## config.mk

```make
export PLATFORM = sky130hd
export DESIGN_NAME = pong_game_ctrl
export DESIGN_NICKNAME = d
export VERILOG_FILES = /design/src/rtl/pong_game_ctrl.sv
export SDC_FILE = /design/constraint.sdc
export NUM_CORES = 1
export LEC_CHECK = 0
export CAP_MARGIN = 15
export CORE_MARGIN = 5
export CORE_UTILIZATION = 60
export DETAILED_ROUTE_END_ITERATION = 8
export PLACE_DENSITY = 0.92
export SKIP_CTS_REPAIR_TIMING = 1
export SYNTH_ARGS = -nofsm -noshare
export SYNTH_HDL_FRONTEND = slang
export SYNTH_SLANG_ARGS = --single-unit
```

## constraint.sdc

```tcl
create_clock -name CLK -period 3.56 [get_ports CLK]
set_input_delay 0.712 -clock CLK [delete_from_list [all_inputs] [get_ports CLK]]
set_output_delay 0.712 -clock CLK [all_outputs]
set_load 0.01 [all_outputs]
```

## src/rtl/pong_game_ctrl.sv

```systemverilog
// Pong game-logic sequencer: per-frame paddle/ball update, collisions, scoring and match FSM.
// Optional build macro PONG_CPU_PLAYER_EN makes the right paddle track the ball instead of its buttons.
module pong_game_ctrl #(
   parameter int SCREEN_W       = 640,
   parameter int SCREEN_H       = 480,
   parameter int PADDLE_W       = 8,
   parameter int PADDLE_H       = 64,
   parameter int BALL_SIZE      = 8,
   parameter int LEFT_PADDLE_X  = 16,
   parameter int RIGHT_PADDLE_X = 616,
   parameter int PADDLE_SPEED   = 4,
   parameter int BALL_SPEED     = 2,
   parameter int WIN_SCORE      = 9,
   parameter int SERVE_DELAY    = 60
) (
   input  logic       CLK,
   input  logic       RST,
   input  logic       FRAME_TICK_I,
   input  logic       BTN_START_I,
   input  logic       BTN_L_UP_I,
   input  logic       BTN_L_DN_I,
   input  logic       BTN_R_UP_I,
   input  logic       BTN_R_DN_I,
   output logic [9:0] BALL_X_O,
   output logic [9:0] BALL_Y_O,
   output logic [9:0] PADDLE_L_Y_O,
   output logic [9:0] PADDLE_R_Y_O,
   output logic [3:0] SCORE_L_O,
   output logic [3:0] SCORE_R_O,
   output logic [1:0] STATE_O,
   output logic       BALL_VISIBLE_O
);

   typedef logic signed [10:0] coord_t;

   typedef enum logic [2:0] {
      SEQ_IDLE    = 3'd0,
      SEQ_PADDLE  = 3'd1,
      SEQ_BALL    = 3'd2,
      SEQ_COLLIDE = 3'd3,
      SEQ_COMMIT  = 3'd4
   } seq_t;

   typedef enum logic [1:0] {
      ATTRACT   = 2'd0,
      SERVE     = 2'd1,
      PLAY      = 2'd2,
      GAME_OVER = 2'd3
   } match_t;

   localparam int SC_W = $clog2(SERVE_DELAY);

   localparam coord_t C_ZERO  = 11'sd0;
   localparam coord_t C_PSPD  = coord_t'(PADDLE_SPEED);
   localparam coord_t C_BSPD  = coord_t'(BALL_SPEED);
   localparam coord_t C_PMAX  = coord_t'(SCREEN_H - PADDLE_H);
   localparam coord_t C_BALL  = coord_t'(BALL_SIZE);
   localparam coord_t C_PH    = coord_t'(PADDLE_H);
   localparam coord_t C_PW    = coord_t'(PADDLE_W);
   localparam coord_t C_LPX   = coord_t'(LEFT_PADDLE_X);
   localparam coord_t C_RPX   = coord_t'(RIGHT_PADDLE_X);
   localparam coord_t C_BMAXX = coord_t'(SCREEN_W - BALL_SIZE);
   localparam coord_t C_BMAXY = coord_t'(SCREEN_H - BALL_SIZE);

   localparam logic [9:0] CENTRE_X   = 10'((SCREEN_W - BALL_SIZE) / 2);
   localparam logic [9:0] CENTRE_Y   = 10'((SCREEN_H - BALL_SIZE) / 2);
   localparam logic [9:0] PADDLE_Y0  = 10'((SCREEN_H - PADDLE_H) / 2);
   localparam logic [9:0] L_BOUNCE_X = 10'(LEFT_PADDLE_X + PADDLE_W);
   localparam logic [9:0] R_BOUNCE_X = 10'(RIGHT_PADDLE_X - BALL_SIZE);
   localparam logic [9:0] BOTTOM_Y   = 10'(SCREEN_H - BALL_SIZE);
   localparam logic [3:0] C_WIN      = 4'(WIN_SCORE);
   localparam logic [SC_W-1:0] SERVE_LAST = SC_W'(SERVE_DELAY - 1);

   seq_t            seq;
   match_t          match;
   logic [9:0]      ball_x, ball_y, pad_l, pad_r;
   logic [3:0]      score_l, score_r;
   logic            vx_neg, vy_neg, visible;
   logic [SC_W-1:0] serve_cnt;

   logic [9:0]      pl_nxt, pr_nxt;
   coord_t          nx, ny;
   logic [9:0]      res_x, res_y;
   logic            res_vx_neg, res_vy_neg, point_l, point_r;

   logic [9:0]      hit_x, hit_y;
   logic            hit_vx_neg, hit_vy_neg, hit_l, hit_r, score_l_pt, score_r_pt;
   coord_t          pl_s, pr_s;

   function automatic logic [9:0] paddle_move(input logic [9:0] y, input logic up, input logic dn);
      coord_t t;
      t = $signed({1'b0, y});
      if (up && !dn) t = t - C_PSPD;
      else if (dn && !up) t = t + C_PSPD;
      else t = t;
      if (t < C_ZERO) t = C_ZERO;
      else if (t > C_PMAX) t = C_PMAX;
      else t = t;
      return t[9:0];
   endfunction

   function automatic logic [3:0] sat_inc(input logic [3:0] s);
      return (s >= C_WIN) ? C_WIN : s + 4'd1;
   endfunction

`ifdef PONG_CPU_PLAYER_EN
   localparam coord_t C_HALF_PH   = coord_t'(PADDLE_H / 2);
   localparam coord_t C_HALF_BALL = coord_t'(BALL_SIZE / 2);
   localparam coord_t C_DEAD      = 11'sd4;

   // Dead band around the ball centre keeps the CPU paddle from jittering.
   function automatic logic [9:0] cpu_track(input logic [9:0] py, input logic [9:0] by);
      coord_t pc, bc;
      pc = $signed({1'b0, py}) + C_HALF_PH;
      bc = $signed({1'b0, by}) + C_HALF_BALL;
      if (pc < bc - C_DEAD) return paddle_move(py, 1'b0, 1'b1);
      else if (pc > bc + C_DEAD) return paddle_move(py, 1'b1, 1'b0);
      else return py;
   endfunction

   logic unused_r_btn;
   assign unused_r_btn = BTN_R_UP_I ^ BTN_R_DN_I;
`endif

   // Collision resolution from the tentative ball position and updated paddles.
   always_comb begin
      pl_s       = $signed({1'b0, pl_nxt});
      pr_s       = $signed({1'b0, pr_nxt});
      hit_y      = ny[9:0];
      hit_vy_neg = vy_neg;
      if (ny <= C_ZERO) begin
         hit_y      = 10'd0;
         hit_vy_neg = 1'b0;
      end else if (ny >= C_BMAXY) begin
         hit_y      = BOTTOM_Y;
         hit_vy_neg = 1'b1;
      end else begin
         hit_y      = ny[9:0];
         hit_vy_neg = vy_neg;
      end

      hit_l = vx_neg && (nx <= C_LPX + C_PW) && (nx + C_BALL > C_LPX)
              && (ny + C_BALL > pl_s) && (ny < pl_s + C_PH);
      hit_r = !vx_neg && (nx + C_BALL >= C_RPX) && (nx < C_RPX + C_PW)
              && (ny + C_BALL > pr_s) && (ny < pr_s + C_PH);

      hit_x      = nx[9:0];
      hit_vx_neg = vx_neg;
      score_l_pt = 1'b0;
      score_r_pt = 1'b0;
      if (hit_l) begin
         hit_x      = L_BOUNCE_X;
         hit_vx_neg = 1'b0;
      end else if (hit_r) begin
         hit_x      = R_BOUNCE_X;
         hit_vx_neg = 1'b1;
      end else if (nx <= C_ZERO) begin
         score_r_pt = 1'b1;
      end else if (nx >= C_BMAXX) begin
         score_l_pt = 1'b1;
      end else begin
         hit_x = nx[9:0];
      end
   end

   // Frame update sequencer and match state machine; all outputs load at COMMIT.
   always_ff @(posedge CLK) begin
      if (RST) begin
         seq        <= SEQ_IDLE;
         match      <= ATTRACT;
         ball_x     <= CENTRE_X;
         ball_y     <= CENTRE_Y;
         pad_l      <= PADDLE_Y0;
         pad_r      <= PADDLE_Y0;
         score_l    <= 4'd0;
         score_r    <= 4'd0;
         vx_neg     <= 1'b0;
         vy_neg     <= 1'b0;
         visible    <= 1'b0;
         serve_cnt  <= '0;
         pl_nxt     <= PADDLE_Y0;
         pr_nxt     <= PADDLE_Y0;
         nx         <= C_ZERO;
         ny         <= C_ZERO;
         res_x      <= CENTRE_X;
         res_y      <= CENTRE_Y;
         res_vx_neg <= 1'b0;
         res_vy_neg <= 1'b0;
         point_l    <= 1'b0;
         point_r    <= 1'b0;
      end else begin
         case (seq)
            SEQ_IDLE: begin
               if (FRAME_TICK_I) seq <= SEQ_PADDLE;
               else seq <= SEQ_IDLE;
            end
            SEQ_PADDLE: begin
               if (match == SERVE || match == PLAY) begin
                  pl_nxt <= paddle_move(pad_l, BTN_L_UP_I, BTN_L_DN_I);
`ifdef PONG_CPU_PLAYER_EN
                  pr_nxt <= cpu_track(pad_r, ball_y);
`else
                  pr_nxt <= paddle_move(pad_r, BTN_R_UP_I, BTN_R_DN_I);
`endif
               end else begin
                  pl_nxt <= pad_l;
                  pr_nxt <= pad_r;
               end
               seq <= SEQ_BALL;
            end
            SEQ_BALL: begin
               nx  <= vx_neg ? $signed({1'b0, ball_x}) - C_BSPD : $signed({1'b0, ball_x}) + C_BSPD;
               ny  <= vy_neg ? $signed({1'b0, ball_y}) - C_BSPD : $signed({1'b0, ball_y}) + C_BSPD;
               seq <= SEQ_COLLIDE;
            end
            SEQ_COLLIDE: begin
               res_x      <= hit_x;
               res_y      <= hit_y;
               res_vx_neg <= hit_vx_neg;
               res_vy_neg <= hit_vy_neg;
               point_l    <= score_l_pt;
               point_r    <= score_r_pt;
               seq        <= SEQ_COMMIT;
            end
            SEQ_COMMIT: begin
               pad_l <= pl_nxt;
               pad_r <= pr_nxt;
               case (match)
                  ATTRACT, GAME_OVER: begin
                     if (BTN_START_I) begin
                        match     <= SERVE;
                        visible   <= 1'b1;
                        score_l   <= 4'd0;
                        score_r   <= 4'd0;
                        ball_x    <= CENTRE_X;
                        ball_y    <= CENTRE_Y;
                        vx_neg    <= 1'b0;
                        vy_neg    <= 1'b0;
                        serve_cnt <= '0;
                     end else begin
                        visible <= 1'b0;
                     end
                  end
                  SERVE: begin
                     ball_x  <= CENTRE_X;
                     ball_y  <= CENTRE_Y;
                     visible <= 1'b1;
                     if (serve_cnt == SERVE_LAST) begin
                        serve_cnt <= '0;
                        match     <= PLAY;
                     end else begin
                        serve_cnt <= serve_cnt + SC_W'(1);
                     end
                  end
                  PLAY: begin
                     if (point_l || point_r) begin
                        // Ball stays where it was on the winning point; otherwise re-serve at the loser.
                        if (point_l) score_l <= sat_inc(score_l);
                        else score_r <= sat_inc(score_r);
                        if ((point_l && sat_inc(score_l) == C_WIN) ||
                            (point_r && sat_inc(score_r) == C_WIN)) begin
                           match   <= GAME_OVER;
                           visible <= 1'b0;
                        end else begin
                           match   <= SERVE;
                           visible <= 1'b1;
                           ball_x  <= CENTRE_X;
                           ball_y  <= CENTRE_Y;
                           vx_neg  <= point_r;
                           vy_neg  <= 1'b0;
                        end
                     end else begin
                        ball_x  <= res_x;
                        ball_y  <= res_y;
                        vx_neg  <= res_vx_neg;
                        vy_neg  <= res_vy_neg;
                        visible <= 1'b1;
                     end
                  end
                  default: begin
                     match   <= ATTRACT;
                     visible <= 1'b0;
                  end
               endcase
               seq <= SEQ_IDLE;
            end
            default: seq <= SEQ_IDLE;
         endcase
      end
   end

   assign BALL_X_O       = ball_x;
   assign BALL_Y_O       = ball_y;
   assign PADDLE_L_Y_O   = pad_l;
   assign PADDLE_R_Y_O   = pad_r;
   assign SCORE_L_O      = score_l;
   assign SCORE_R_O      = score_r;
   assign STATE_O        = match;
   assign BALL_VISIBLE_O = visible;

endmodule

```

# Word-level counts from Yosys, hierarchy flattened
# Cells that the tools add are included.
# Widths: inputs -> output; s select.
classes:
  addsub: 15
  order_cmp: 18
  eq_ne: 16
  muxes: 71
  reduce_logical: 33
ops:
  columns: ["op", "count"]
  rows:
  - ["$mux 10", 16]
  - ["$mux 11", 12]
  - ["$pmux 10 s3", 2]
  - ["$mux 4", 7]
  - ["$add 10x2->11 const B", 2]
  - ["$add 10x3->11 const B", 2]
  - ["$add 10x7->11 const B", 2]
  - ["$add 11x5->11 const B", 2]
  - ["$ge 11x11->1 const B", 2]
  - ["$gt 11x10->1 const B", 2]
  - ["$gt 11x11->1", 2]
  - ["$le 11x1->1 const B", 2]
  - ["$lt 11x1->1 const B", 2]
  - ["$lt 11x11->1", 2]
  - ["$sub 10x2->11 const B", 2]
  - ["$sub 10x3->11 const B", 2]
  - ["$mux 1", 20]
  - ["$pmux 4 s2", 2]
  - ["$logic_and 1x1->1", 14]
  - ["$mux 6", 2]
  - ["$pmux 3 s4", 1]
  - ["$pmux 6 s2", 1]
  - ["$ge 11x10->1 const B", 1]
  - ["$gt 11x6->1 const B", 1]
  - ["28 further kinds", 50]
totals:
  reg_bits: 128
  in_bits: 8
  out_inout_bits: 51
  elab_cells: 175

# Longest topological paths before layout
# Gate-level depths: netlist of run 1.
depth:
  ltp_word: 11
  ltp_mapped: 13
  ltp_nobuf: 12

# Least setup slack after synthesis of run 1
# OpenSTA, ideal clock, no wires.
synth_timing:
  kind: "reg2reg"
  from: "register ny[3]"
  to: "register point_l"
  setup_time_ps: 129
  t_arrival_ps: 2451
  required_ps: 3431
  path_slack_ps: 980
  stages_incl_launch_ff: 14
  path_buffers: 1
  period_less_slack_ps: 2580
  cell_sequence: "dfxtp_1 -> ha_1 -> nand3_1 -> nor2_1 -> xor2_1 -> ha_1 -> nand4_1 -> nor3_1 -> nor2_1 -> o2111ai_1 -> a2111oi_4 -> and2_0 -> buf_2 -> o32ai_1"
synth_between:
  elab_chain_len: 6
  elab_cells_between_ends: 11
  cone_classes: "1 x add/sub; 4 x order compare; 2 x mux; 4 x reduce/logical"
synth_lines:
  columns: ["element", "line", "rtl"]
  rows:
  - ["from (decl)", "82", "coord_t nx, ny;"]
  - ["from (signal assigned)", "213", "ny <= vy_neg ? $signed({1'b0, ball_y}) - C_BSPD : $signed({1'b0, ball_y}) + C_BSPD;"]
  - ["$add 11x5->11", "143, 145", null]
  - ["$gt 11x11->1", "145", "&& (ny + C_BALL > pr_s) && (ny < pr_s + C_PH);"]
  - ["$logic_and 1x1->1 (2 in a row)", "145", null]
  - ["$mux 1", "154", "end else if (hit_r) begin"]
  - ["$mux 1 *", "151", "if (hit_l) begin"]
  - ["to (signal assigned)", "221", "point_l <= score_l_pt;"]
  - ["to (decl)", "84", "logic res_vx_neg, res_vy_neg, point_l, point_r;"]
# Every way passes the cells marked *; elsewhere a longest branch is shown, timed or not.
# A chain may end at the register's enable or synchronous reset.

# Worst setup path after layout of run 1
# Same ends and word-level chain as after synthesis.

==> results, run 1 <==
- The run finished with clean final reports.
- The number of nets handed over by synthesis was 1,075.
- After floorplanning, the core was divided into 42 placement rows.
- The peak supply drop is 0.3016 mV.
- Entering global routing, the biggest net connects 44 pins.
- The kind of start point of the critical path is a flop.
- The time the final worst path needs with I/O delays and setup is 3.279 ns.
- The internal reg-to-reg setup slack is 0.28 ns.
- The number of vias in the routed layout is 7,881.
- The internal power consumption is 2793 uW.
- The die is 125.3 um tall.
- In this run, synthesis produced a sequential element count of 128.
- In the final layout, the share of cells above drive strength 1 is 6.897%.
- In this run the critical register-to-register path is captured at point_l.
- The worst min-delay path startpoint is pl_nxt[5].
- The count of warnings emitted by yosys is 0.
- After layout, the worst path uses 92.10% of the clock period.
- The count of nets left with antenna violations once routing finished came out at 0.
- The proportion of synthesized chip area in sequential cells is 32.10%.
- Buffers inserted during clock tree synthesis total 17.
- After detailed routing, the total wire length is 22.56 mm.
- Timing would allow up to 305.0 MHz.
- STA puts the critical path data required time at 3.85 ns.
- The power density over cell area is 405.4 nW/um^2.
- The clock-pin slew reported for the worst setup and hold paths after clock tree synthesis is 0.06 ns.
- The clock network latency to the later pin of the worst-skew pair is 0.42 ns.
- The global routing's busiest layer is met2.
- The max-cap check violation count is 0.
- The detailed router's first-iteration violation count is 930.
- The number of global-route vias before repair is 7,489.
- The critical path arrival is 3.57 ns.
- The adder-cell share of the synthesized area is 11.79%.
- The setup violation total in the final timing report is 0.
- The sequential cells in the finished layout cover a total of 2562 sq um.
- 0 antenna diodes ended up in the layout.
- In the global route stage, met3 resource usage came out at 5.714%.
- The area growth from synthesis to layout is 16.18%.
- For hold timing, the worst endpoint is PADDLE_L_Y_O[5].
- The clock skew after layout is 0.004189 ns.
- The cell type with the highest aggregate area in the netlist is sky130_fd_sc_hd__dfxtp_1.
- The total of fill cells in the finished design is 915.
- The number of distinct library cells after synthesis is 83.
- The worst hold path stage count is 2.
- After detailed routing, the number of remaining DRC violations is 0.
- The total design power is 3760 uW.
- The share of synthesized registers carrying an async set or reset is 0%.
- The worst slew margin relative to its limit is 16.61%.
- Summing the areas of all xor and xnor instances in the mapped netlist gives 4.060% of the synthesized area.
- By area, the combinational part of the netlist is dominated by compound AO/OA/AOI/OAI gates.
- Routability-driven placement finished with a final weighted congestion of 0.9357.
- The number of buffers added on ports is 58.
- The floorplan step defined a die boundary enclosing 15,710 sq um.
- The H-tree generated during clock tree synthesis spans 4 levels.
- The start of the worst register-to-register path is ny[3].
- The overall routing resource usage is 28.17%.
- The cell leakage power is 0.003594 uW.
- The synthesized area per cell is 8.039 sq um.
- In this run, the clock network consumes 49.4% of the power.
- The first global-routing pass estimated 37.02 mm of wire.
- Dividing the detail-routed via count by the number of cells gives 6.460.
- The standard cell core area is 13,140 sq um.
- The CTS tree is done.
- The worst setup path is of the flop to flop kind.
- In this run the worst hold path is classified as flop to flop.
- For this design the total switching power over the nets is 966.6 uW.
- The longest clock path from root to sink contains 2 buffers.
- The hold violation count in the final report is 0.
- The switching share of power is 25.71%.
- The depth of the worst register-to-register path is 12.
- The max-slew violation count was 0.
- For this run, the leading register cell type out of synthesis is sky130_fd_sc_hd__dfxtp_1.
- Per report_power, the combinational group accounts for 9.8% of the total.
- The mean routed wirelength per cell is 18.49 um.
- The total overflow left after global routing is 0.
- The cell at the root of the clock tree is sky130_fd_sc_hd__clkbuf_16.
- In the global route stage, met2 resource usage came out at 48.56%.
- The synthesized design contains 0 enable-type register cells.
- The worst setup path is captured at a flop.
- The transition at the pin with the smallest max-transition slack is 1.251 ns.
- The pre-antenna-repair detailed-routing pass consisted of 6 iterations.
- The final cell utilization of the core is 70.59%.
- In the post-synthesis netlist, the biggest area contributors are sky130_fd_sc_hd__dfxtp_1 32%, sky130_fd_sc_hd__ha_1 11%, sky130_fd_sc_hd__nand2_1 6.3%.
- The area fraction in compound gates after synthesis is 23.90%.
- The number of top-level pins is 59.
- The number of sinks on the clock net is 128.
- The post-synthesis instance area is 7983 sq um.
- The mux share of post-synthesis cell area is 0.3762%.
- The register share of total power is 40.8%.
- The top cell type by area accounts for 32.10% of the synthesized area.
- The final layout contains 1,113 nets.
- Setup repair after global routing left no endpoint under its margin.
- Summing the areas of all and, or, nand and nor instances in the mapped netlist gives 21.61% of the synthesized area.
- The met1 track demand over resource is 34.02%.
- The cell count after synthesis came out at 993.
- In the final layout, the multi-input gates occupy 4933 sq um.
- The critical-path maximum fanout is 10.
- For this configuration, the core starts out at a cell density of 60.76%.
- The detailed-placement wirelength estimate is 14.66 mm.
- For the final routed database, the setup TNS stands at 0 ns.
- The initial antenna violation count is 0.
- The chip width is 125.3 um.
==> registers in the layout (all words and copies together) (netlist names) <==
| name | count |
|---|---|
| BALL_Y_O | 10 |
| serve_cnt | 6 |
| BALL_X_O | 10 |
| SCORE_L_O | 4 |
| seq | 3 |
| res_vx_neg | 1 |
| pl_nxt | 10 |
| point_l | 1 |
| BALL_VISIBLE_O | 1 |
| res_x | 10 |
| PADDLE_L_Y_O | 10 |
| res_vy_neg | 1 |
| point_r | 1 |
| res_y | 10 |
| ny | 11 |
| SCORE_R_O | 4 |
| STATE_O | 2 |
| vy_neg | 1 |
| PADDLE_R_Y_O | 10 |
| pr_nxt | 10 |
| vx_neg | 1 |
| nx | 11 |
==> cells in the final DEF (no fill, tap or decap), types with 5 or more instances in the layout <==
| master | count |
|---|---|
| sky130_fd_sc_hd__nand3b_1 | 8 |
| sky130_fd_sc_hd__nand2b_1 | 8 |
| sky130_fd_sc_hd__clkinvlp_4 | 5 |
| sky130_fd_sc_hd__nand3_1 | 32 |
| sky130_fd_sc_hd__clkbuf_16 | 17 |
| sky130_fd_sc_hd__buf_4 | 14 |
| sky130_fd_sc_hd__xor2_1 | 12 |
| sky130_fd_sc_hd__a32oi_1 | 7 |
| sky130_fd_sc_hd__a22o_1 | 11 |
| sky130_fd_sc_hd__nor4_1 | 9 |
| sky130_fd_sc_hd__clkdlybuf4s50_1 | 57 |
| sky130_fd_sc_hd__o31ai_1 | 8 |
| sky130_fd_sc_hd__o22a_1 | 11 |
| sky130_fd_sc_hd__inv_1 | 66 |
| sky130_fd_sc_hd__a221oi_1 | 6 |
| sky130_fd_sc_hd__nor2_1 | 59 |
| sky130_fd_sc_hd__a211oi_1 | 9 |
| sky130_fd_sc_hd__a31oi_1 | 8 |
| sky130_fd_sc_hd__nor2b_1 | 10 |
| sky130_fd_sc_hd__nand4_1 | 19 |
| sky130_fd_sc_hd__or2_2 | 5 |
| sky130_fd_sc_hd__o211ai_1 | 12 |
| sky130_fd_sc_hd__nor3_1 | 22 |
| sky130_fd_sc_hd__xnor2_1 | 25 |
| sky130_fd_sc_hd__o21ai_0 | 44 |
| sky130_fd_sc_hd__o22ai_1 | 5 |
| sky130_fd_sc_hd__a21o_1 | 7 |
| sky130_fd_sc_hd__and3_1 | 6 |
| sky130_fd_sc_hd__a21oi_1 | 98 |
| sky130_fd_sc_hd__a22oi_1 | 6 |
| sky130_fd_sc_hd__dfxtp_1 | 128 |
| sky130_fd_sc_hd__nand2_1 | 134 |
| sky130_fd_sc_hd__or3_1 | 7 |
| sky130_fd_sc_hd__ha_1 | 72 |
==> critical path, cell delays in order, from the launching register on <==
cell	delay, ns
sky130_fd_sc_hd__dfxtp_1	0.51
sky130_fd_sc_hd__ha_1	0.28
sky130_fd_sc_hd__nand3_1	0.14
sky130_fd_sc_hd__nor2_1	0.19
sky130_fd_sc_hd__xor2_1	0.26
sky130_fd_sc_hd__ha_1	0.30
sky130_fd_sc_hd__nand4_1	0.09
sky130_fd_sc_hd__nor3_1	0.06
sky130_fd_sc_hd__nor2_1	0.12
sky130_fd_sc_hd__o2111ai_1	0.18
sky130_fd_sc_hd__a2111oi_4	0.43
sky130_fd_sc_hd__and2_0	0.44
sky130_fd_sc_hd__o32ai_1	0.14
==> final cells by class <==
class | count | share of cell area [%]
Inverter | 66 | 2.671
Clock buffer | 18 | 4.736
Tap cell | 176 | 2.375
Clock inverter | 14 | 2.051
Multi-Input combinational cell | 746 | 53.20
Timing Repair Buffer | 72 | 7.339
Sequential cell | 128 | 27.63
==> layer usage <==
metal | vias to the layer above | share of wire, % | routed length [um]
li1 | 3681 | - | -
met3 | 103 | 8.6 | 1932
met4 | 0 | 4.3 | 968
met1 | 3619 | 39 | 8882
met5 | - | 0 | 0
met2 | 478 | 48 | 10780
==> stage by stage <==
step / worst slack, ns / area (sq um) / instances / hold slack (ns)
after detailed placement: 0.3662 / 8645 / 1188 / 0.4451
final: 0.2814 / 9274 / 1220 / 0.4526
after global routing: 0.06668 / 9274 / 1220 / 0.4785
after global placement: 0.4430 / 8645 / 1188 / 0.4398
after floorplan: 0.9799 / 7983 / 993 / 0.4254
after CTS: 0.3378 / 9274 / 1220 / 0.4523
==> how the worst max path moves through the flow <==
stage                          start         to  depth (start not counted)
after floorplan                ny[3]    point_l                         13
after global placement    BTN_L_UP_I  pl_nxt[3]                          8
after detailed placement  BTN_L_UP_I  pl_nxt[3]                          8
after CTS                      ny[3]    point_l                         12
after global routing           ny[3]   res_x[2]                         12
final                          ny[3]    point_l                         12
==> power groups by stage <==
stage          Combinational [uW]  Sequential, uW  Clock, uW
4_1_cts                       358            1530       1850
6_report                      367            1530       1860
3_5_place_dp                  349            1560          0
5_1_grt                       405            1540       1940
2_1_floorplan                 282            1530          0
3_3_place_gp                  337            1560          0
==> cells in the mapped netlist, drive strengths merged (10+ instances only) <==
cell type / n
a211oi: 11
a21oi: 98
a22o: 11
buf: 16
clkbuf: 37
dfxtp: 128
ha: 72
inv: 66
nand2: 134
nand3: 32
nand4: 19
nor2: 59
nor2b: 10
nor3: 24
nor4: 10
o211ai: 12
o21ai: 47
o22a: 12
xnor2: 25
xor2: 12
==> kinds of logic after synthesis <==
family / count (synthesis)
and+or+nand+nor: 349
buffers and inverters: 119
adders and majority gates: 74
AOI/OAI and AO/OA: 283
xor gates and xnor gates: 37
DFF: 128
muxes: 3
Power figures use the tool's default switching activity.
==> run 2: changes to the inputs <==
CORE_UTILIZATION = 54   (was 60)
CTS_CLUSTER_DIAMETER = 30   (was default)
PLACE_DENSITY = 0.88   (was 0.92)
clock period = 2.8 ns   (was 3.56 ns; I/O delays follow)
==> results, run 2 (synthesis gave the netlist of run 1 again) <==
- The flow ran to the end, and the final reports show no timing, DRC or antenna violations.
- The weighted congestion at the end of routability-driven global placement is 0.9225 (-1.4%).
- The internal power consumption is 3638 uW (+30%).
- The cell class contributing the biggest share of worst-path delay is compound AO/OA/AOI/OAI gates.
- The clock-pin slew reported for the worst setup and hold paths after clock tree synthesis is 0.06 ns (about the same).
- STA classifies the critical path endpoint as a flop.
- The library cell used most frequently in the layout, excluding fill and tap cells, is sky130_fd_sc_hd__nand2_1.
- The number of antenna repair diodes was 0 (unchanged).
- The tightest min-delay check is of the input pin to flop type.
- The maximum clock insertion buffer count is 2 (unchanged).
- The first-pass iteration count of the detailed router was 8 (+2).
- The met1 track demand over resource is 30.27% (-3.8 points).
- The critical-path maximum fanout is 4 (-6).
- The initial core utilization came to 54.92% (-5.8 points).
- The power density over cell area is 499.3 nW/um^2 (+23%).
- The hold-critical path endpoint is serve_cnt[5].
- The final instance area came to 9744 sq um (+5.1%).
- The max-cap check violation count is 0 (unchanged).
- The detailed router's first-iteration violation count is 675 (-27%).
- The number of non-filler instances in the completed layout is 1,281 (+5.0%).
- The clock skew after layout is 0.006055 ns (+0.001866 ns).
- The detailed-route wire length was 22.49 mm (-0.31%).
- The number of vias in the routed layout is 7,997 (+1.5%).
- Leaving out fill and tap cells, the most frequent cells in the layout are 134 x sky130_fd_sc_hd__nand2_1, 125 x sky130_fd_sc_hd__dfxtp_1, 98 x sky130_fd_sc_hd__a21oi_1.
- The met2 global-route usage was 42.86% (-5.7 points).
- The setup violation total in the final timing report is 0 (unchanged).
- The maximum level of the CTS H-tree was 4 (unchanged).
- The reported net switching power is 1227 uW (+27%).
- The critical-path cell with the highest stage delay is sky130_fd_sc_hd__o41a_1.
- The portion of total power attributed to combinational logic is 10.9% (+1.1 points).
- The worst slew margin relative to its limit is 36.40% (+20 points).
- The chip width came to 131.6 um (+5.0%).
- The most numerous cell type found on the critical path is sky130_fd_sc_hd__nand3_1.
- The pin count of the biggest net entering global routing came to 39 (-11%).
- The smallest setup slack after layout is 0.02196 ns (-0.2594 ns).
- The depth of the worst register-to-register path is 11 (-1).
- The time the final worst path needs with I/O delays and setup is 2.778 ns (-0.5006 ns).
- The floorplan row count came to 44 (+4.8%).
- The total design power is 4865 uW (+29%).
- The register share of total power is 39.7% (-1.1 points).
- The portion of total power attributed to the clock network came to 49.4% (about the same).
- The data required time of the worst path came to 3.12 ns (-0.73 ns).
- The critical path is of the flop to flop type.
- The worst hold path begins at RST.
- met2 is the most crowded layer.
- The post-place setup slack was -0.2763 ns (-0.6425 ns).
- The floorplan die height was 131.6 um (+5.0%).
- The via-per-instance ratio is 6.243 (-3.4%).
- The area growth from synthesis to layout is 22.07%.
- The worst hold path stage count is 2 (unchanged).
- In this run the critical register-to-register path is launched from ny[3].
- The fraction of layout cells with a size suffix above 1 came to 12.03% (+5.1 points).
- The first-pass GRT wire length is 36.67 mm (-0.95%).
- The number of sinks on the clock net came to 128 (unchanged).
- The maximum achievable frequency was 360.0 MHz (+18%).
- The number of top-level pins was 59 (unchanged).
- The number of buffers created by CTS is 17 (unchanged).
- The critical path arrival is 3.10 ns (-0.47 ns).
- The ratio of final minimum period to clock period came to 99.22% (+7.1 points).
- The post-placement cell count was 1,243 (+4.6%).
- The transition at the pin with the smallest max-transition slack is 0.9517 ns (-0.2991 ns).
- The CTS tree is done.
- The internal reg-to-reg setup slack is 0.02 ns (-0.26 ns).
- The delay contributed by the slowest stage of the critical path is 0.49 ns (-0.02 ns).
- The cell leakage power was 0.003896 uW (+8.4%).
- The total overflow reported by the global router came to 0 (unchanged).
- The max-slew violation count is 0 (unchanged).
- The switching share of power is 25.22% (-0.49 points).
- The critical path goes through ha_4 -> nand3_1 -> nor2_1 -> xor2_1 -> buf_4 -> ha_1 -> nand3_1 -> o41a_1 -> o2111ai_2 -> nand3_1 -> o31ai_1.
- The cell at the root of the clock tree is sky130_fd_sc_hd__clkbuf_16.
- The post-detailed-placement cell area is 9007 sq um (+4.2%).
- The floorplan die area is 17,310 sq um (+10%).
- The mean routed wirelength per cell is 17.56 um (-5.1%).
- The initial antenna violation count came to 0 (unchanged).
- The number of global-route vias before repair came to 7,591 (+1.4%).
- The largest registers in the layout are nx: 11 flops, ny: 11 flops.
- The final cell utilization of the core is 67.05% (-3.5 points).
- The clock network latency to the later pin of the worst-skew pair came to 0.43 ns (about the same).
- The hold violation count in the final report is 0 (unchanged).
- The number of buffers added on ports was 58 (unchanged).
- The detailed-placement wirelength estimate is 16.02 mm (+9.3%).
- The met3 global-route usage is 4.396% (-1.3 points).
- The count of nets left with antenna violations after detail routing was 0 (unchanged).
- The layout net count came to 1,166 (+4.8%).
- STA classifies the critical path startpoint as a flop.
- The overall routing resource usage is 24.91% (-3.3 points).
- The standard cell core area is 14,530 sq um (+11%).
- The post-route DRC violation count is 0 (unchanged).
- The peak supply drop is 0.4356 mV (+44%).
- The end of the worst register-to-register path is res_x[2].
- The buffering stage count on the worst path with inverters included was 1 (+1).
-- run 2: cell types whose count changed in the layout (fill, tap and decap cells not counted), sizes merged --
cell | previous run | this run
clkbuf | 18 | 22
inv | 66 | 67
clkinvlp | 5 | 1
buf | 15 | 68
clkinv | 5 | 4
-- run 2: routing by layer --
layer  vias up  wire (um)  share of wire [%]
li1       3781          -                  -
met1      3771       9233                 41
met2       363      10970                 49
met3        82       1425                6.3
met4         0        858                3.8
met5         -          0                  0
-- run 2: worst max path at each step --
| stage | start | end | slack (ns) | cells past startpoint |
|---|---|---|---|---|
| 6_report | ny[3] | res_x[2] | 0.02 | 11 |
| 2_1_floorplan | ny[3] | point_l | 0.22 | 13 |
| 3_3_place_gp | BTN_L_UP_I | pl_nxt[2] | -0.22 | 9 |
| 4_1_cts | ny[3] | res_x[1] | -0.01 | 13 |
| 5_1_grt | ny[3] | res_x[2] | -0.09 | 11 |
| 3_5_place_dp | BTN_L_UP_I | pl_nxt[2] | -0.28 | 9 |
-- run 2: worst reg2reg max path, cell delays in order (launching register included) --
cell and delay, ns:
sky130_fd_sc_hd__dfxtp_4 0.38, sky130_fd_sc_hd__ha_4 0.16, sky130_fd_sc_hd__nand3_1 0.12, sky130_fd_sc_hd__nor2_1 0.16, sky130_fd_sc_hd__xor2_1 0.11, sky130_fd_sc_hd__buf_4 0.16, sky130_fd_sc_hd__ha_1 0.26, sky130_fd_sc_hd__nand3_1 0.10
sky130_fd_sc_hd__o41a_1 0.49, sky130_fd_sc_hd__o2111ai_2 0.11, sky130_fd_sc_hd__nand3_1 0.28, sky130_fd_sc_hd__o31ai_1 0.35
-- run 2: final cells by class --
class,count,area [sq um]
Clock buffer,22,474.2
Multi-Input combinational cell,746,4974
Tap cell,184,230.2
Fill cell,1136,4790
Sequential cell,128,2571
Clock inverter,10,156.4
Inverter,66,247.7
Timing Repair Buffer,125,1091
-- run 2: power groups by stage --
stage                     Clock (uW)  Sequential, uW  Combinational [uW]
after floorplan                    0            1940                 359
after CTS                       2390            1930                 514
after detailed placement           0            1970                 507
final                           2400            1930                 530
after global placement             0            1970                 492
after global routing            2480            1940                 585
-- run 2: per-stage QoR --
stage	hold WS, ns	setup TNS (ns)
4_1_cts	0.4292	-0.01520
3_3_place_gp	0.4364	-0.7580
2_1_floorplan	0.4254	0
6_report	0.4400	0
5_1_grt	0.4486	-0.2593
3_5_place_dp	0.4475	-1.676
==> run 3: changes to the inputs <==
CTS_CLUSTER_DIAMETER = default   (was 30)
GPL_ROUTABILITY_DRIVEN = 0   (was default)
==> results, run 3 (synthesis gave the netlist of run 1 again) <==
- The run finished with clean final reports.
- The time the final worst path needs with I/O delays and setup came to 2.664 ns (-0.1145 ns).
- The cell at the root of the clock tree is sky130_fd_sc_hd__clkbuf_16.
- The aggregate negative setup slack is 0 ns (unchanged).
- TritonCTS built the clock tree.
- The worst slew margin relative to its limit is 39.89% (+3.5 points).
- For this design, the slowest cell found on the critical path is sky130_fd_sc_hd__a2111oi_4.
- The chip width was 131.6 um (unchanged).
- The hold violation count in the final report was 0 (unchanged).
- The maximum achievable frequency came to 375.4 MHz (+4.3%).
- The cell leakage power is 0.003842 uW (-1.4%).
- The number of buffers added on ports is 58 (unchanged).
- The fraction of layout cells with a size suffix above 1 is 12.26% (+0.23 points).
- The detailed-route wire length is 21.90 mm (-2.6%).
- The power density over cell area was 481.5 nW/um^2 (-3.6%).
- The detailed router's first-iteration violation count was 667 (-1.2%).
- The initial antenna violation count is 0 (unchanged).
- The buffering stage count on the worst path with inverters included is 3 (+2).
- The max-cap check violation count was 0 (unchanged).
- The standard cell core area is 14,530 sq um (unchanged).
- The layout net count is 1,162 (-0.34%).
- The floorplan die area is 17,310 sq um (unchanged).
- The detailed-placement wirelength estimate was 15.66 mm (-2.3%).
- The delay contributed by the slowest stage of the critical path is 0.39 ns (-0.10 ns).
- The commonest non-fill, non-tap cell in the layout is sky130_fd_sc_hd__nand2_1.
- The ratio of final minimum period to clock period is 95.13% (-4.1 points).
- The peak supply drop is 0.4059 mV (-6.8%).
- The maximum clock insertion buffer count was 2 (unchanged).
- The number of global-route vias before repair is 7,515 (-1.0%).
- The post-detailed-placement cell area is 8992 sq um (-0.17%).
- The total overflow reported by the global router is 0 (unchanged).
- The via-per-instance ratio is 6.150 (-1.5%).
- The most repeated library cell on the critical path is sky130_fd_sc_hd__buf_4.
- STA classifies the critical path endpoint as a flop.
- The cell class contributing the biggest share of worst-path delay is compound AO/OA/AOI/OAI gates.
- The floorplan row count is 44 (unchanged).
- The floorplan die height is 131.6 um (unchanged).
- The clock skew after layout is 0.006812 ns (+0.0007577 ns).
- The final cell utilization of the core came to 66.62% (-0.42 points).
- The clock-pin slew reported for the worst setup and hold paths after clock tree synthesis came to 0.06 ns (about the same).
- The mean routed wirelength per cell is 17.15 um (-2.3%).
- The largest registers in the layout are nx: 11 flops, ny: 11 flops.
- The transition at the pin with the smallest max-transition slack is 0.8995 ns (-0.05220 ns).
- The number of top-level pins came to 59 (unchanged).
- The count of nets left with antenna violations after detail routing came to 0 (unchanged).
- The number of sinks on the clock net was 128 (unchanged).
- The kind of start point of the critical path is a flop.
- The final instance area is 9683 sq um (-0.63%).
- The path class of the tightest hold or removal check is flop to flop.
- Walking the worst path, the cells encountered are buf_4 -> xor2_1 -> buf_4 -> ha_1 -> nand4_1 -> a21oi_1 -> o221ai_2 -> a2111oi_4 -> buf_4 -> a21oi_1 -> o22a_1.
- The number of cells on the critical path is 11 (unchanged).
- The critical path arrival was 2.98 ns (-0.12 ns).
- The worst hold path stage count was 2 (unchanged).
- The initial core utilization was 54.92% (unchanged).
- The depth of the worst register-to-register path was 11 (unchanged).
- The data required time of the worst path came to 3.12 ns (about the same).
- The clock network latency to the later pin of the worst-skew pair is 0.43 ns (about the same).
- The critical-path maximum fanout is 7 (+3).
- The overall routing resource usage came to 23.77% (-1.1 points).
- The setup violation total in the final timing report was 0 (unchanged).
- The number of vias in the routed layout is 7,854 (-1.8%).
- The maximum level of the CTS H-tree came to 4 (unchanged).
- The first-pass iteration count of the detailed router came to 6 (-2).
- The max-slew violation count is 0 (unchanged).
- The number of buffers created by CTS is 17 (unchanged).
- In the layout the commonest cells are 133 x sky130_fd_sc_hd__nand2_1, 124 x sky130_fd_sc_hd__dfxtp_1, 98 x sky130_fd_sc_hd__a21oi_1.
- The pin count of the biggest net entering global routing was 36 (-7.7%).
- The number of antenna repair diodes came to 0 (unchanged).
- The first-pass GRT wire length is 35.14 mm (-4.2%).
- The area growth from synthesis to layout is 21.30%.
- The post-route DRC violation count was 0 (unchanged).
- The critical path is of the flop to flop type.
run 3: worst paths after layout:
kind	from	to	slack, ns
worst max-delay path	ny[5]	res_x[4]	0.14
worst min-delay path	pl_nxt[3]	PADDLE_L_Y_O[3]	0.46
worst max register to register	ny[5]	res_x[4]	0.14
worst min register to register	pl_nxt[3]	PADDLE_L_Y_O[3]	0.46
run 3: layer usage:
| layer | vias up | global-route usage (%) | share of wire (%) |
|---|---|---|---|
| met1 | 3699 | 28.56 | 41 |
| met4 | 0 | 10.86 | 3.1 |
| met3 | 67 | 4.664 | 6.1 |
| met5 | - | 0 | 0 |
| li1 | 3766 | - | - |
| met2 | 322 | 40.94 | 50 |
run 3: area by class of cell:
class / instances / area [sq um]
clock buffers: 20 / 456.7
flip-flops and latches: 128 / 2567
well taps: 184 / 230.2
clock inverters: 12 / 135.1
inverters: 66 / 247.7
multi-input cells: 746 / 4997
repair buffers: 121 / 1049
fillers: 1171 / 4851
run 3: stage by stage:
step                setup slack [ns]  power, uW  hold slack, ns  cells
floorplan                     0.2199       2303          0.4254    993
global placement             -0.2291       2448          0.4414   1241
detailed placement           -0.2446       2466          0.4458   1241
CTS                         -0.03536       4647          0.4507   1273
global route                -0.02420       4821          0.4800   1277
finish                        0.1364       4662          0.4557   1277
run 3: worst reg2reg max path: stages (launching register included):
cell                        delay (ns)
sky130_fd_sc_hd__dfxtp_2          0.36
sky130_fd_sc_hd__buf_4            0.16
sky130_fd_sc_hd__xor2_1           0.18
sky130_fd_sc_hd__buf_4            0.15
sky130_fd_sc_hd__ha_1             0.28
sky130_fd_sc_hd__nand4_1          0.15
sky130_fd_sc_hd__a21oi_1          0.26
sky130_fd_sc_hd__o221ai_2         0.19
sky130_fd_sc_hd__a2111oi_4        0.39
sky130_fd_sc_hd__buf_4            0.21
sky130_fd_sc_hd__a21oi_1          0.08
sky130_fd_sc_hd__o22a_1           0.16
run 3: report_power, final:
part           internal (uW)  switching [uW]  total (uW)
sequential              1870            67.2        1940
clock                   1360             846        2200
combinational            207             314         521
total                   3440            1230        4660
==> RTL change: new RTL, settings of run 1 <==
The option `PONG_CPU_PLAYER_EN` is turned on by a define.
--- a/src/rtl/pong_game_ctrl.sv
+++ b/src/rtl/pong_game_ctrl.sv
@@ -1,5 +1,7 @@
 // Pong game-logic sequencer: per-frame paddle/ball update, collisions, scoring and match FSM.
 // Optional build macro PONG_CPU_PLAYER_EN makes the right paddle track the ball instead of its buttons.
+`define PONG_CPU_PLAYER_EN
+
 module pong_game_ctrl #(
    parameter int SCREEN_W       = 640,
    parameter int SCREEN_H       = 480,
Formal check against the unedited RTL: no difference found for any inputs over 10 cycles, from zero or initial values and one cycle with RST high; that may be too few to reach the edited logic, so the function may still have changed.
==> RTL change against run 1 <==
Synthesized area increased by 15%. Critical path depth increased by 2. Cell area increased by 14%. Total power decreased by 8.0%. Setup slack got worse by 220 ps. Synthesized cell count increased by 17%. Die area increased by 13%. Count of clock-buffer cells in the layout increased by 3. Sequential cell count unchanged. Final cell count increased by 16%. Global-route usage increased by 0.44 points. Routed wire length increased by 16%. Core utilization decreased by 0.26 points. Highest routed layer unchanged.
==> RTL change: results (changes against run 1) <==
.. list-table::
   :header-rows: 1

   * - Metric
     - Value
   * - Via density per instance
     - 6.53 (+1.1%)
   * - Adder-Cell Fraction of Synth Area
     - 13.8% (+2.1 points)
   * - Synth top area cells
     - dfxtp_1 28%, ha_1 13%, nand2_1 5.9%, a21oi_1 5.7%, xnor2_1 3.9%
   * - Period Utilization, post-route
     - 98.3% (+6.2 points)
   * - Number of logic inverters in the finished layout
     - 72 (+9.1%)
   * - Synth cell types
     - 79 (-4.8%)
   * - Master of the slowest instance on the critical path
     - or3_4
   * - Fraction of synthesized area in multiplexers
     - 0.438% (+0.062 points)
   * - Static Leak
     - 4.17 nW (+16%)
   * - Avg Cell Area, Syn
     - 7.86 µm² (-2.2%)
   * - Routed wire length
     - 26,200 µm (+16%)
   * - Met2 GRT Util
     - 47.3% (-1.3 points)
   * - Fill count
     - 1,093 (+19%)
   * - Arrival time at the worst endpoint
     - 3820 ps (+250 ps)
   * - First-pass GRT wire length
     - 42,100 µm (+14%)
   * - Worst setup slack for register-to-register paths
     - 60 ps (-220 ps)
   * - Net switching power
     - 0.896 mW (-7.3%)
   * - Total routing resource utilization after global routing
     - 28.6% (+0.44 points)
   * - RD Place Congestion
     - 0.962 (+2.8%)
   * - Delay of the slowest critical-path stage
     - 450 ps (-60 ps)
   * - Post-synthesis compound-gate area fraction
     - 23.1% (-0.76 points)
   * - Run status
     - finished, final reports clean
   * - Clock Network Area Fraction
     - 5.33% (-1.5 points)
   * - Fraction of area in registers
     - 24.3% (-3.4 points)
   * - Fraction of layout cells with a size suffix above 1
     - 8.67% (+1.8 points)
   * - Number of global-route vias before repair
     - 8,826 (+18%)
   * - Number of clock buffer instances in the layout
     - 21 (+3)
   * - WL met2
     - 12,500 µm (+16%)
   * - Xor-xnor portion of the synthesized cell area
     - 5.55% (+1.5 points)
   * - Crit path max-delay family
     - compound AO/OA/AOI/OAI gates
   * - Cell total after placement
     - 1,375 (+16%)
   * - Worst Hold Margin
     - 454 ps (+1.16 ps)
   * - Clock tree skew after final layout
     - 8.18 ps (+3.99 ps)
## RTL change: cell types whose count changed after synthesis, moves of 6 or more
cell and delta:
xnor2_1 +16, buf_1 +6, nand3_1 +21, nor3_1 +13
a32o_1 +7, nand2_1 +9, a21o_1 +7, clkbuf_1 +12
and3_1 +13, nor2_1 +6, o21ai_1 +11, ha_1 +26
a21oi_1 +6
## RTL change: power groups by stage
stage | Sequential, mW | Clock [mW] | Combinational [mW]
floorplan | 1.51 | 0 | 0.205
global placement | 1.52 | 0 | 0.261
detailed placement | 1.53 | 0 | 0.270
CTS | 1.49 | 1.69 | 0.275
global route | 1.50 | 1.75 | 0.314
finish | 1.49 | 1.68 | 0.286
## RTL change: through the flow
| stage | instance area [µm²] | utilization, % |
|---|---|---|
| after global routing | 10600 | 70.3 |
| after detailed placement | 9930 | 65.8 |
| after floorplan | 9180 | - |
| after global placement | 9930 | 65.8 |
| after CTS | 10500 | 69.6 |
| final | 10600 | 70.3 |
